[config.mk]
export PLATFORM = sky130hd
export DESIGN_NAME = pdl_ptr_ctl
export DESIGN_NICKNAME = d
export VERILOG_FILES = /design/src/rtl/pdl_ptr_ctl.sv
export SDC_FILE = /design/constraint.sdc
export NUM_CORES = 1
export LEC_CHECK = 0
export ABC_CLOCK_PERIOD_IN_PS = 4100
export CAP_MARGIN = 10
export CORE_MARGIN = 2
export CORE_UTILIZATION = 40
export CTS_BUF_LIST = sky130_fd_sc_hd__clkbuf_8
export CTS_CLUSTER_SIZE = 8
export DETAILED_ROUTE_END_ITERATION = 7
export PLACE_DENSITY_LB_ADDON = 0.1
export SYNTH_ARGS = -nofsm -noshare
export SYNTH_HDL_FRONTEND = slang
export SYNTH_SLANG_ARGS = --single-unit
export TNS_END_PERCENT = 1
[constraint.sdc]
create_clock -name clk -period 4.1 [get_ports clk]
set_input_delay 0.615 -clock clk [delete_from_list [all_inputs] [get_ports clk]]
set_output_delay 0.615 -clock clk [all_outputs]
set_load 0.01 [all_outputs]
[src/rtl/pdl_ptr_ctl.sv]
// pdl_ptr_ctl
// -----------------------------------------------------------------------------
// PDL pointer/index control stage. Sits after source/destination decode and
// owns the 10-bit PDL pointer and index registers. Writes to the 1024x32 PDL
// RAM are deferred by one cycle: the address and data are captured at advance
// and issued to the RAM in the following cycle (state WRITE). Reads are
// combinational. While a write is pending, a read of the same address returns
// the held write data instead of the stale RAM word.
//
// Ports
//   clk, reset_n        clock, asynchronous active-low reset
//   advance, nop        instruction-complete strobe; nop suppresses all commits
//   destpdltop          write at pointer
//   destpdl_p           push (write at pointer+1, pointer increments)
//   destpdl_x           write at index
//   destpdlp, destpdlx  load pointer / index from ob[9:0]
//   srcpdltop           read at index
//   srcpdlpop           pop (read at pointer, pointer decrements)
//   srcpdlptr/srcpdlidx read pointer / index value
//   ob                  writeback data, valid with advance
//   pdl_q               RAM read data (combinational from pdla)
//   pdla, pdlwe, pdl_wd RAM address, write enable, write data
//   pdlptr, pdlidx      current pointer and index
//   mf, mf_en           M-function source data and its valid
//   pdl_wrap            sticky: pointer wrapped on push or pop
// -----------------------------------------------------------------------------
module pdl_ptr_ctl (
  input  logic        clk,
  input  logic        reset_n,
  input  logic        advance,
  input  logic        nop,
  input  logic        destpdltop,
  input  logic        destpdl_p,
  input  logic        destpdl_x,
  input  logic        destpdlp,
  input  logic        destpdlx,
  input  logic        srcpdltop,
  input  logic        srcpdlpop,
  input  logic        srcpdlptr,
  input  logic        srcpdlidx,
  input  logic [31:0] ob,
  input  logic [31:0] pdl_q,
  output logic [9:0]  pdla,
  output logic        pdlwe,
  output logic [31:0] pdl_wd,
  output logic [9:0]  pdlptr,
  output logic [9:0]  pdlidx,
  output logic [31:0] mf,
  output logic        mf_en,
  output logic        pdl_wrap
);

  typedef enum logic {IDLE = 1'b0, WRITE = 1'b1} state_t;

  state_t      state_q, state_d;
  logic [9:0]  ptr_q, ptr_d;
  logic [9:0]  idx_q, idx_d;
  logic [9:0]  waddr_q, waddr_d;
  logic [31:0] wdata_q, wdata_d;
  logic        wrap_q, wrap_d;

  logic        commit;
  logic        push_pop;
  logic        wr_req;
  logic [9:0]  ptr_inc, ptr_dec;
  logic [9:0]  raddr;
  logic        bypass;

  assign commit   = advance & ~nop;
  // Push and pop in the same instruction replace the top in place.
  assign push_pop = destpdl_p & srcpdlpop;
  assign wr_req   = commit & (destpdl_p | destpdltop | destpdl_x);
  assign ptr_inc  = ptr_q + 10'd1;
  assign ptr_dec  = ptr_q - 10'd1;

  // ---------------------------------------------------------------------------
  // Next-state / deferred write capture
  // ---------------------------------------------------------------------------
  always_comb begin
    state_d = IDLE;
    waddr_d = waddr_q;
    wdata_d = wdata_q;
    if (wr_req) begin
      state_d = WRITE;
      wdata_d = ob;
      if (destpdl_p && !srcpdlpop) waddr_d = ptr_inc;
      else if (destpdl_p)          waddr_d = ptr_q;
      else if (destpdltop)         waddr_d = ptr_q;
      else                         waddr_d = idx_q;
    end
  end

  // ---------------------------------------------------------------------------
  // Pointer / index / wrap update
  // ---------------------------------------------------------------------------
  always_comb begin
    ptr_d  = ptr_q;
    idx_d  = idx_q;
    wrap_d = wrap_q;
    if (commit) begin
      if (destpdlp) begin
        ptr_d = ob[9:0];
      end else if (push_pop) begin
        ptr_d = ptr_q;
      end else if (destpdl_p) begin
        ptr_d = ptr_inc;
        if (ptr_q == 10'h3ff) wrap_d = 1'b1;
      end else if (srcpdlpop) begin
        ptr_d = ptr_dec;
        if (ptr_q == 10'h000) wrap_d = 1'b1;
      end
      if (destpdlx) idx_d = ob[9:0];
    end
  end

  always_ff @(posedge clk or negedge reset_n) begin
    if (!reset_n) begin
      state_q <= IDLE;
      ptr_q   <= '0;
      idx_q   <= '0;
      waddr_q <= '0;
      wdata_q <= '0;
      wrap_q  <= 1'b0;
    end else begin
      state_q <= state_d;
      ptr_q   <= ptr_d;
      idx_q   <= idx_d;
      waddr_q <= waddr_d;
      wdata_q <= wdata_d;
      wrap_q  <= wrap_d;
    end
  end

  // ---------------------------------------------------------------------------
  // RAM port and M-function source
  // ---------------------------------------------------------------------------
  // Read address is formed the same way in both states so the bypass compare
  // sees the address the instruction actually wants.
  assign raddr  = srcpdltop ? idx_q : ptr_q;
  assign bypass = (state_q == WRITE) && (raddr == waddr_q);

  assign pdlwe  = (state_q == WRITE);
  assign pdla   = pdlwe ? waddr_q : raddr;
  assign pdl_wd = wdata_q;

  assign pdlptr   = ptr_q;
  assign pdlidx   = idx_q;
  assign pdl_wrap = wrap_q;

  always_comb begin
    mf_en = ~nop & (srcpdlptr | srcpdlidx | srcpdltop | srcpdlpop);
    mf    = '0;
    if (mf_en) begin
      if (srcpdlptr)      mf = {22'b0, ptr_q};
      else if (srcpdlidx) mf = {22'b0, idx_q};
      else if (bypass)    mf = wdata_q;
      else                mf = pdl_q;
    end
  end

endmodule

; Yosys cells after proc, flatten, opt, wreduce, memory -nomap -nowiden
; Cells that the tools add are included.
[op_classes]
add_sub_neg = 2
eq_ne = 4
reduce_logical = 10
mux = 18
n_bitwise = 12
[ops]
columns = operator, count
row1 = $mux 32, 4
row2 = $mux 10, 9
row3 = $add 10x1->10 const B, 1
row4 = $eq 10x10->1, 1
row5 = $eq 10x10->1 const B, 1
row6 = $logic_not 10->1, 1
row7 = $sub 10x1->10 const B, 1
row8 = $reduce_and 6->1, 1
row9 = $mux 1, 5
row10 = $or 1x1->1, 5
row11 = $and 1x1->1, 4
row12 = $reduce_bool 2->1, 2
row13 = $not 1->1, 3
row14 = $reduce_and 3->1, 1
row15 = $reduce_bool 3->1, 1
row16 = $logic_and 1x1->1, 2
row17 = $ne 2x1->1 const B, 1
row18 = $ne 2x2->1 const B, 1
row19 = $reduce_and 2->1, 1
row20 = $logic_not 1->1, 1
[word_totals]
elab_cells = 52
register_bits = 64
inputBits = 77

; Depth between registers and ports, before layout
; Gate-level depths: netlist of the first run.
[depth]
depth_word = 7
ltp_mapped = 9

; Least setup slack after synthesis of the first run
; OpenSTA, ideal clock, no wires.
[synth_timing]
path_type = input -> output
start = input port srcpdltop
end = output port mf[17]
required_time_ns = 3.485
path_slack_ns = 1.111
t_arrival_ns = 2.374
cell_stages = 9
path_buffers = 4
path_cell_list = buf_6 -> buf_6 -> mux2i_4 -> xnor2_1 -> nor4_4 -> and3_1 -> buf_6 -> buf_12 -> mux2i_1
[synth_via]
elab_chain_len = 7
[synth_lines]
columns = item, line
row1 = "start, declared", 37  ; input logic srcpdltop,
row2 = $mux 10, 139  ; assign raddr = srcpdltop ? idx_q : ptr_q;
row3 = $eq 10x10->1, 140  ; assign bypass = (state_q == WRITE) && (raddr == waddr_q);
row4 = $logic_and 1x1->1, 140
row5 = $mux 32, 156  ; else if (bypass) mf = wdata_q;
row6 = $mux 32, 155  ; else if (srcpdlidx) mf = {22'b0, idx_q};
row7 = $mux 32, 154  ; if (srcpdlptr) mf = {22'b0, ptr_q};
row8 = $mux 32 (*), 153  ; if (mf_en) begin
row9 = "end, declared", 48  ; output logic [31:0] mf,
; Mark *: on every way between the ends. The rest lies on a longest branch, timed or not.

; Worst setup path in the final report of the first run
[layout_timing]
start = input port srcpdltop
end = output port mf[21]
; The elaborated chain is that of the path after synthesis.

==> impl_table.tex, run 1 <==
\begin{tabular}{lr}
\hline
Metric & Value \\
\hline
\multicolumn{2}{l}{\textbf{Outcome}} \\
Status & finished clean \\
\multicolumn{2}{l}{\textbf{Global routing}} \\
Pin count of the biggest net entering global routing & 45 \\
Total gr overflow & 0 \\
Number of antenna violations at the first check in global routing & 0 \\
Total global routing track utilization & approximately a quarter \\
Global-route wire length before repair & 23.7 mm \\
Via count of the first global-routing pass & 4,511 \\
\multicolumn{2}{l}{\textbf{Synth}} \\
Avg Synthesized Cell Area & 8.04 µm² \\
Top cells by count, synth & 174 x nand2\_1, 64 x dfrtp\_1, 43 x mux2i\_1 \\
Post-Syn Area & between 4000 and 5000 µm² \\
Syn nets & between 600 and 700 \\
Number of flops mapped to enable cells by yosys & 0 \\
XOR/XNOR Fraction of Synth Area & about 2.4\% \\
Synth Area in Simple Gates & between 20\% and 30\% \\
Complex-gate fraction of the synthesized area & between 10\% and 20\% \\
Post-synthesis adder-cell area fraction & less than 1\% \\
Mux contribution to synthesized area & 13.5\% \\
Dominant cells by area after synthesis & dfrtp\_1 37\%, nand2\_1 15\%, mux2i\_1 9.8\%, clkbuf\_1 3.3\%, o21ai\_0 3.2\% \\
Primary FF master, synth & dfrtp\_1 \\
Asr flop ratio synth & 100\% \\
Portion of the post-synthesis area used by sequential elements & between 30\% and 40\% \\
Most common cell in the netlist & nand2\_1 \\
Area share of the leading cell type in the synthesized netlist & a little over a third \\
Synthesis-stage register bit count & between 60 and 70 \\
Number of distinct library cells after synthesis & 50 \\
Combinational family with the most area after synthesis & simple AND/OR/NAND/NOR gates \\
Synth Instances & 544 \\
Warnings, synthesis & 0 \\
Top cell type by total area after synthesis & dfrtp\_1 \\
\multicolumn{2}{l}{\textbf{Floorplan}} \\
Count of pins on the block boundary & about 170 \\
Initial Util & 40.7\% \\
Area enclosed by the die boundary & about 12,000 µm² \\
Placeable core region & approximately 11,000 µm² \\
FP Rows & 38 \\
Height of the chip & between 100 and 150 µm \\
Die width & 109 µm \\
\multicolumn{2}{l}{\textbf{Worst setup path}} \\
Largest delay contributor family on the critical path & buffers and inverters \\
Slowest Stage Delay on Critical Path & between 500 and 600 ps \\
Classification of the worst setup path & in2out \\
Highest-delay cell along the critical path & clkdlybuf4s50\_1 \\
Critical-path maximum fanout & 17 \\
Sum of buffers and inverters on the critical path & 4 \\
Data required, critical path & approximately 3500 ps \\
CP Launch Type & input port \\
Worst endpoint data arrival time & about 3400 ps \\
Cell-by-cell trace of the critical path & clkdlybuf4s50\_1 -> buf\_12 -> mux2i\_2 -> xnor2\_1 -> nor4b\_2 -> and3\_4 -> buf\_12 -> mux2i\_1 -> clkdlybuf4s50\_1 \\
Critical path endpoint category & output port \\
\multicolumn{2}{l}{\textbf{Cells and area}} \\
Area added between synthesis and finish & 49.5\% \\
Final Net Count & slightly below 800 \\
Layout cell share with drive strength beyond 1 & under 10\% \\
Count of fill cells added during filler insertion & $\sim$1k \\
Ant diodes & 0 \\
\multicolumn{2}{l}{\textbf{Routing}} \\
Detail Route Antenna Nets & 0 \\
Met3 Routed Length & about 1.2 mm \\
Via count & roughly 4.6k \\
DR WL met2 & 7.18 mm \\
DR WL/cell & about 18 µm \\
Post-detailed-route DRC marker count & 0 \\
Wire length the detailed router placed on met1 & 6.30 mm \\
Initial DRT Pass Iterations & 5 \\
Initial detailed-routing violation count & 455 \\
Routed wire length & around 15 mm \\
Highest Signal Layer & met4 \\
Average via count per standard cell & approximately 5.4 \\
\multicolumn{2}{l}{\textbf{STA}} \\
Max Freq & around 250 MHz \\
Worst-case headroom to the max-slew limit & 37.9\% \\
Final-layout setup total negative slack & 0 ps \\
Final Cycle Share & between 90 and 100\% \\
Number of endpoints failing setup at the final stage & 0 \\
Fin Clk Skew & 10.6 ps \\
Number of pins exceeding their max-slew limit in the final report & 0 \\
Tightest Pin Transition & 932 ps \\
Final hold slack & between 400 and 500 ps \\
Minimum clock period & 3970 ps \\
RSZ-0062 raised after global routing & no \\
Final Hold Fails & 0 \\
\multicolumn{2}{l}{\textbf{Clock tree}} \\
Clock Tree Buf Depth & 2 \\
Number of levels the H-tree was split into & 3 \\
TritonCTS Buffers & 9 \\
Clock transition time at the flip-flop clock pins of the worst setup and hold paths & around 70 ps \\
Clock tree from TritonCTS & done \\
Clock root cell & clkbuf\_8 \\
Clk\_lat worst skew & $\sim$340 ps \\
Count of clock tree sinks & 64 \\
\multicolumn{2}{l}{\textbf{Run}} \\
Maximum Capacitance Violations & 0 \\
\multicolumn{2}{l}{\textbf{Place}} \\
Final HPWL from detailed placement & $\sim$11 mm \\
Placer Congestion & 0.906 \\
Port Buf Inserts & approximately 170 \\
\multicolumn{2}{l}{\textbf{Pwr}} \\
Leakage power total & between 0.002 and 0.003 µW \\
Worst supply voltage drop on vdd & between 200 and 250 µV \\
Power Density & 385 nW/µm² \\
\multicolumn{2}{l}{\textbf{Worst hold path}} \\
Worst hold path type & in2async \\
\hline
\end{tabular}
==> cell type report <==
class                           instances  area [µm²]  share of cell area [%]
Clock inverter                          2        60.1                   0.918
Timing Repair Buffer                  199        1960                    30.0
Tap cell                              140         175                    2.68
Clock buffer                           13         179                    2.74
Inverter                               25        93.8                    1.44
Sequential cell                        64        1600                    24.5
Multi-Input combinational cell        411        2470                    37.8
==> worst paths after layout <==
kind / from / end / slack (ps) / depth (start not counted)
min in group clk: pdl_wrap / pdl_wrap / 490 / 1
max in group asynchronous: reset_n / pdlidx[9] / 2760 / 2
worst max-delay path: srcpdltop / mf[21] / 130 / 9
worst min register to register: pdl_wrap / pdl_wrap / 490 / 1
worst max register to register: pdlptr[1] / pdl_wrap / 1950 / 6
worst min-delay path: reset_n / pdlidx[4] / 420 / 1
==> cells by family (layout without fill, tap and decap cells) <==
group | Yosys count | in the layout
AOI/OAI and AO/OA | 90 | 90
xor gates and xnor gates | 12 | 12
adders and majority gates | 3 | 3
buffers and inverters | 69 | 239
DFF | 64 | 64
muxes | 56 | 56
and+or+nand+nor | 250 | 250
==> per-stage QoR <==
stage	total power [µW]	cells	util, %	instance area (µm²)	setup WS, ps
detailed placement	1860	838	58.5	6280	100
floorplan	1330	544	-	4370	1110
CTS	2520	853	60.7	6520	94.7
global route	2660	854	60.9	6540	16.6
finish	2510	854	60.9	6540	131
global placement	1850	838	58.5	6280	213
==> metal layers <==
layer  GRT usage (%)  vias to the layer above
met5               0                        -
met4            10.9                        0
met3            6.63                       33
met2            41.7                      185
met1            34.5                     2198
li1                -                     2202
==> cell usage in the layout, fill, tap and decap left out, types with 3 or more instances in the layout <==
cell	instances
a21oi_1	13
a222oi_1	5
a22o_1	5
a22oi_1	5
a41oi_1	6
and3_1	7
buf_12	3
buf_4	23
clkbuf_8	13
clkdlybuf4s50_1	172
dfrtp_1	64
ha_1	3
inv_1	24
mux2_2	10
mux2i_1	41
mux2i_2	3
nand2_1	174
nand2b_1	6
nand3_1	3
nand3b_1	6
nand4_1	7
nor2_1	18
nor2b_1	3
nor3_1	12
nor4_1	3
o21a_1	3
o21ai_0	28
o2bb2ai_1	3
o311ai_1	4
o31ai_1	7
xnor2_1	10
==> flip-flops by register name, summed over array words and instances, names as in the netlist <==
name and count:
pdlwe 1, pdlptr 10, pdl_wd 32, pdlidx 10, pdl_wrap 1, waddr_q 10
==> power breakdown <==
part | leakage (µW) | total, µW | internal (µW) | switching (µW)
combinational | 0.00183 | 963 | 504 | 459
sequential | 0.000786 | 902 | 742 | 161
clock | 0.000122 | 649 | 406 | 243
==> repair_timing <==
item	CTS	global route
resized for setup	0	3
setup buffers	0	1
endpoints found under the setup margin	0	22
hold buffers	0	0
Power figures use the tool's default switching activity.
==> inputs of run 2 (changes only) <==
--- a/config.mk
+++ b/config.mk
@@ -8,7 +8,7 @@
 export ABC_CLOCK_PERIOD_IN_PS = 4100
 export CAP_MARGIN = 10
 export CORE_MARGIN = 2
-export CORE_UTILIZATION = 40
+export CORE_UTILIZATION = 49
 export CTS_BUF_LIST = sky130_fd_sc_hd__clkbuf_8
 export CTS_CLUSTER_SIZE = 8
 export DETAILED_ROUTE_END_ITERATION = 7
==> impl_table.tex, run 2 (synthesis gave the netlist of run 1 again) <==
\begin{tabular}{lr}
\hline
Metric & Value \\
\hline
\multicolumn{2}{l}{\textbf{STA}} \\
Worst-case headroom to the max-slew limit & between 30\% and 40\% \\
Minimum clock period & between 4000 and 5000 ps \\
Max Freq & 249 MHz \\
Final hold slack & approximately 440 ps \\
RSZ-0062 raised after global routing & no \\
Final Hold Fails & 0 \\
PnR worst setup slack & roughly 76 ps \\
Number of pins exceeding their max-slew limit in the final report & 0 \\
Final Cycle Share & approximately 98\% \\
Number of endpoints failing setup at the final stage & 0 \\
Fin Clk Skew & about 10 ps \\
Tightest Pin Transition & 1020 ps \\
\multicolumn{2}{l}{\textbf{Worst setup path}} \\
Slowest Stage Delay on Critical Path & around 600 ps \\
Critical path endpoint category & output port \\
Data required, critical path & $\sim$3500 ps \\
Worst endpoint data arrival time & $\sim$3400 ps \\
Cell-by-cell trace of the critical path & clkdlybuf4s50\_1 -> buf\_4 -> mux2i\_1 -> xnor2\_1 -> nor4\_4 -> and3\_4 -> buf\_12 -> mux2i\_1 -> clkdlybuf4s50\_1 \\
Critical-path maximum fanout & 16 \\
Highest-delay cell along the critical path & clkdlybuf4s50\_1 \\
CP Launch Type & input port \\
Classification of the worst setup path & in2out \\
\multicolumn{2}{l}{\textbf{Clock tree}} \\
Clock transition time at the flip-flop clock pins of the worst setup and hold paths & $\sim$80 ps \\
Clock Tree Buf Depth & 2 \\
Clock root cell & clkbuf\_8 \\
Number of levels the H-tree was split into & 3 \\
Clk\_lat worst skew & 340 ps \\
TritonCTS Buffers & 9 \\
Clock tree from TritonCTS & done \\
Count of clock tree sinks & 64 \\
\multicolumn{2}{l}{\textbf{Cells and area}} \\
Ant diodes & 0 \\
Area added between synthesis and finish & 47.8\% \\
Final std cell area, no fill & roughly 6500 µm² \\
Highest-count cells in the layout ignoring fill and taps & 174 x nand2\_1, 172 x clkdlybuf4s50\_1, 64 x dfrtp\_1 \\
Largest register FFs & 32 \\
Layout cell share with drive strength beyond 1 & 9.21\% \\
Most common library cell in the layout ignoring fill and taps & nand2\_1 \\
Final core area utilization & 74.5\% \\
Final Net Count & roughly 790 \\
\multicolumn{2}{l}{\textbf{Place}} \\
Pre-CTS setup slack & -115 ps \\
Final HPWL from detailed placement & $\sim$11 mm \\
Placer Congestion & $\sim$0.95 \\
Port Buf Inserts & 173 \\
Placed inst area & 6210 µm² \\
\multicolumn{2}{l}{\textbf{Global routing}} \\
Pin count of the biggest net entering global routing & 53 \\
Routing usage on met3 & between 5 and 6\% \\
Global-route wire length before repair & approximately 24 mm \\
Busiest grt layer & met2 \\
GR Layer Usage met1 & approximately 43\% \\
Met2 usage in global routing & 52.3\% \\
Total global routing track utilization & between 30\% and 40\% \\
Via count of the first global-routing pass & 4,657 \\
Number of antenna violations at the first check in global routing & 0 \\
Total gr overflow & 0 \\
\multicolumn{2}{l}{\textbf{Outcome}} \\
Status & finished clean \\
\multicolumn{2}{l}{\textbf{Routing}} \\
Initial DRT Pass Iterations & 6 \\
Average via count per standard cell & about 5.8 \\
Detail Route Antenna Nets & 0 \\
Via count & between 4k and 5k \\
Routed wire length & 15.4 mm \\
Post-detailed-route DRC marker count & 0 \\
Initial detailed-routing violation count & approximately 320 \\
DR WL/cell & $\sim$19 µm \\
\multicolumn{2}{l}{\textbf{Pwr}} \\
Switching part of the total & approximately 37\% \\
Logic pwr share & approximately two fifths \\
Share of total power in the clock network & roughly a fifth \\
Total power after layout & between 2000 and 2500 µW \\
Power Density & around 370 nW/µm² \\
Leakage power total & between 0.002 and 0.003 µW \\
Sw Pwr & around 900 µW \\
Share of power burned in registers & 38.1\% \\
Internal power & approximately 1500 µW \\
Worst supply voltage drop on vdd & 260 µV \\
\multicolumn{2}{l}{\textbf{Floorplan}} \\
FP Rows & 34 \\
Area enclosed by the die boundary & 9700 µm² \\
Count of pins on the block boundary & about 170 \\
Die width & a little under 100 µm \\
Height of the chip & approximately 98 µm \\
Initial Util & 50.4\% \\
Placeable core region & around 8700 µm² \\
\multicolumn{2}{l}{\textbf{Run}} \\
Maximum Capacitance Violations & 0 \\
\multicolumn{2}{l}{\textbf{Worst hold path}} \\
Worst hold path type & in2async \\
\hline
\end{tabular}
==> run 2: per-layer routing <==
metal,vias to the layer above,share of wire (%)
li1,2201,-
met1,2279,41
met2,250,49
met3,33,7.6
met4,0,2.3
met5,-,0
==> run 2: worst max-delay path: cells and delay by family <==
family	cells	cell delay, ps
buffers and inverters	4	1480
and+or+nand+nor	2	480
muxes	2	620
xor gates and xnor gates	1	200
==> run 2: per-stage QoR <==
stage / setup TNS, ps / instances
3_5_place_dp: -956 / 805
6_report: 0 / 825
5_1_grt: 0 / 825
2_1_floorplan: 0 / 544
4_1_cts: 0 / 822
3_3_place_gp: 0 / 805
==> run 2: path summary, 6_finish.rpt <==
kind	from	to	slack [ps]	cells past startpoint
max	srcpdltop	mf[23]	80	9
min	reset_n	pdlidx[7]	440	1
max reg2reg	pdlptr[1]	pdl_wrap	1900	6
min reg2reg	pdl_wrap	pdl_wrap	480	1
max in group asynchronous	reset_n	pdl_wd[12]	2750	2
min in group clk	pdl_wrap	pdl_wrap	480	1
==> run 2: layout make-up <==
cell class / count / area [µm²]
clock buffer: 11 / 151
fill: 651 / 2210
clock inverter: 5 / 32.5
inverter: 25 / 93.8
sequential: 64 / 1600
multi-input combinational: 411 / 2480
timing repair buffer: 201 / 1970
tap: 108 / 135
==> run 2: repair_timing <==
action                                  4_1_cts  5_1_grt
endpoints found under the setup margin       22       22
resized for setup                             2        3
gates cloned                                  0        1
pin swaps                                     1        1
hold buffers                                  0        0
buffers inserted                              1        2
==> run 2: power by group through the flow <==
stage | registers (µW) | clock network [µW] | logic (µW)
final | 907 | 511 | 966
after global routing | 923 | 538 | 1050
after CTS | 901 | 509 | 960
after detailed placement | 910 | 0 | 951
after global placement | 908 | 0 | 930
after floorplan | 881 | 0 | 452
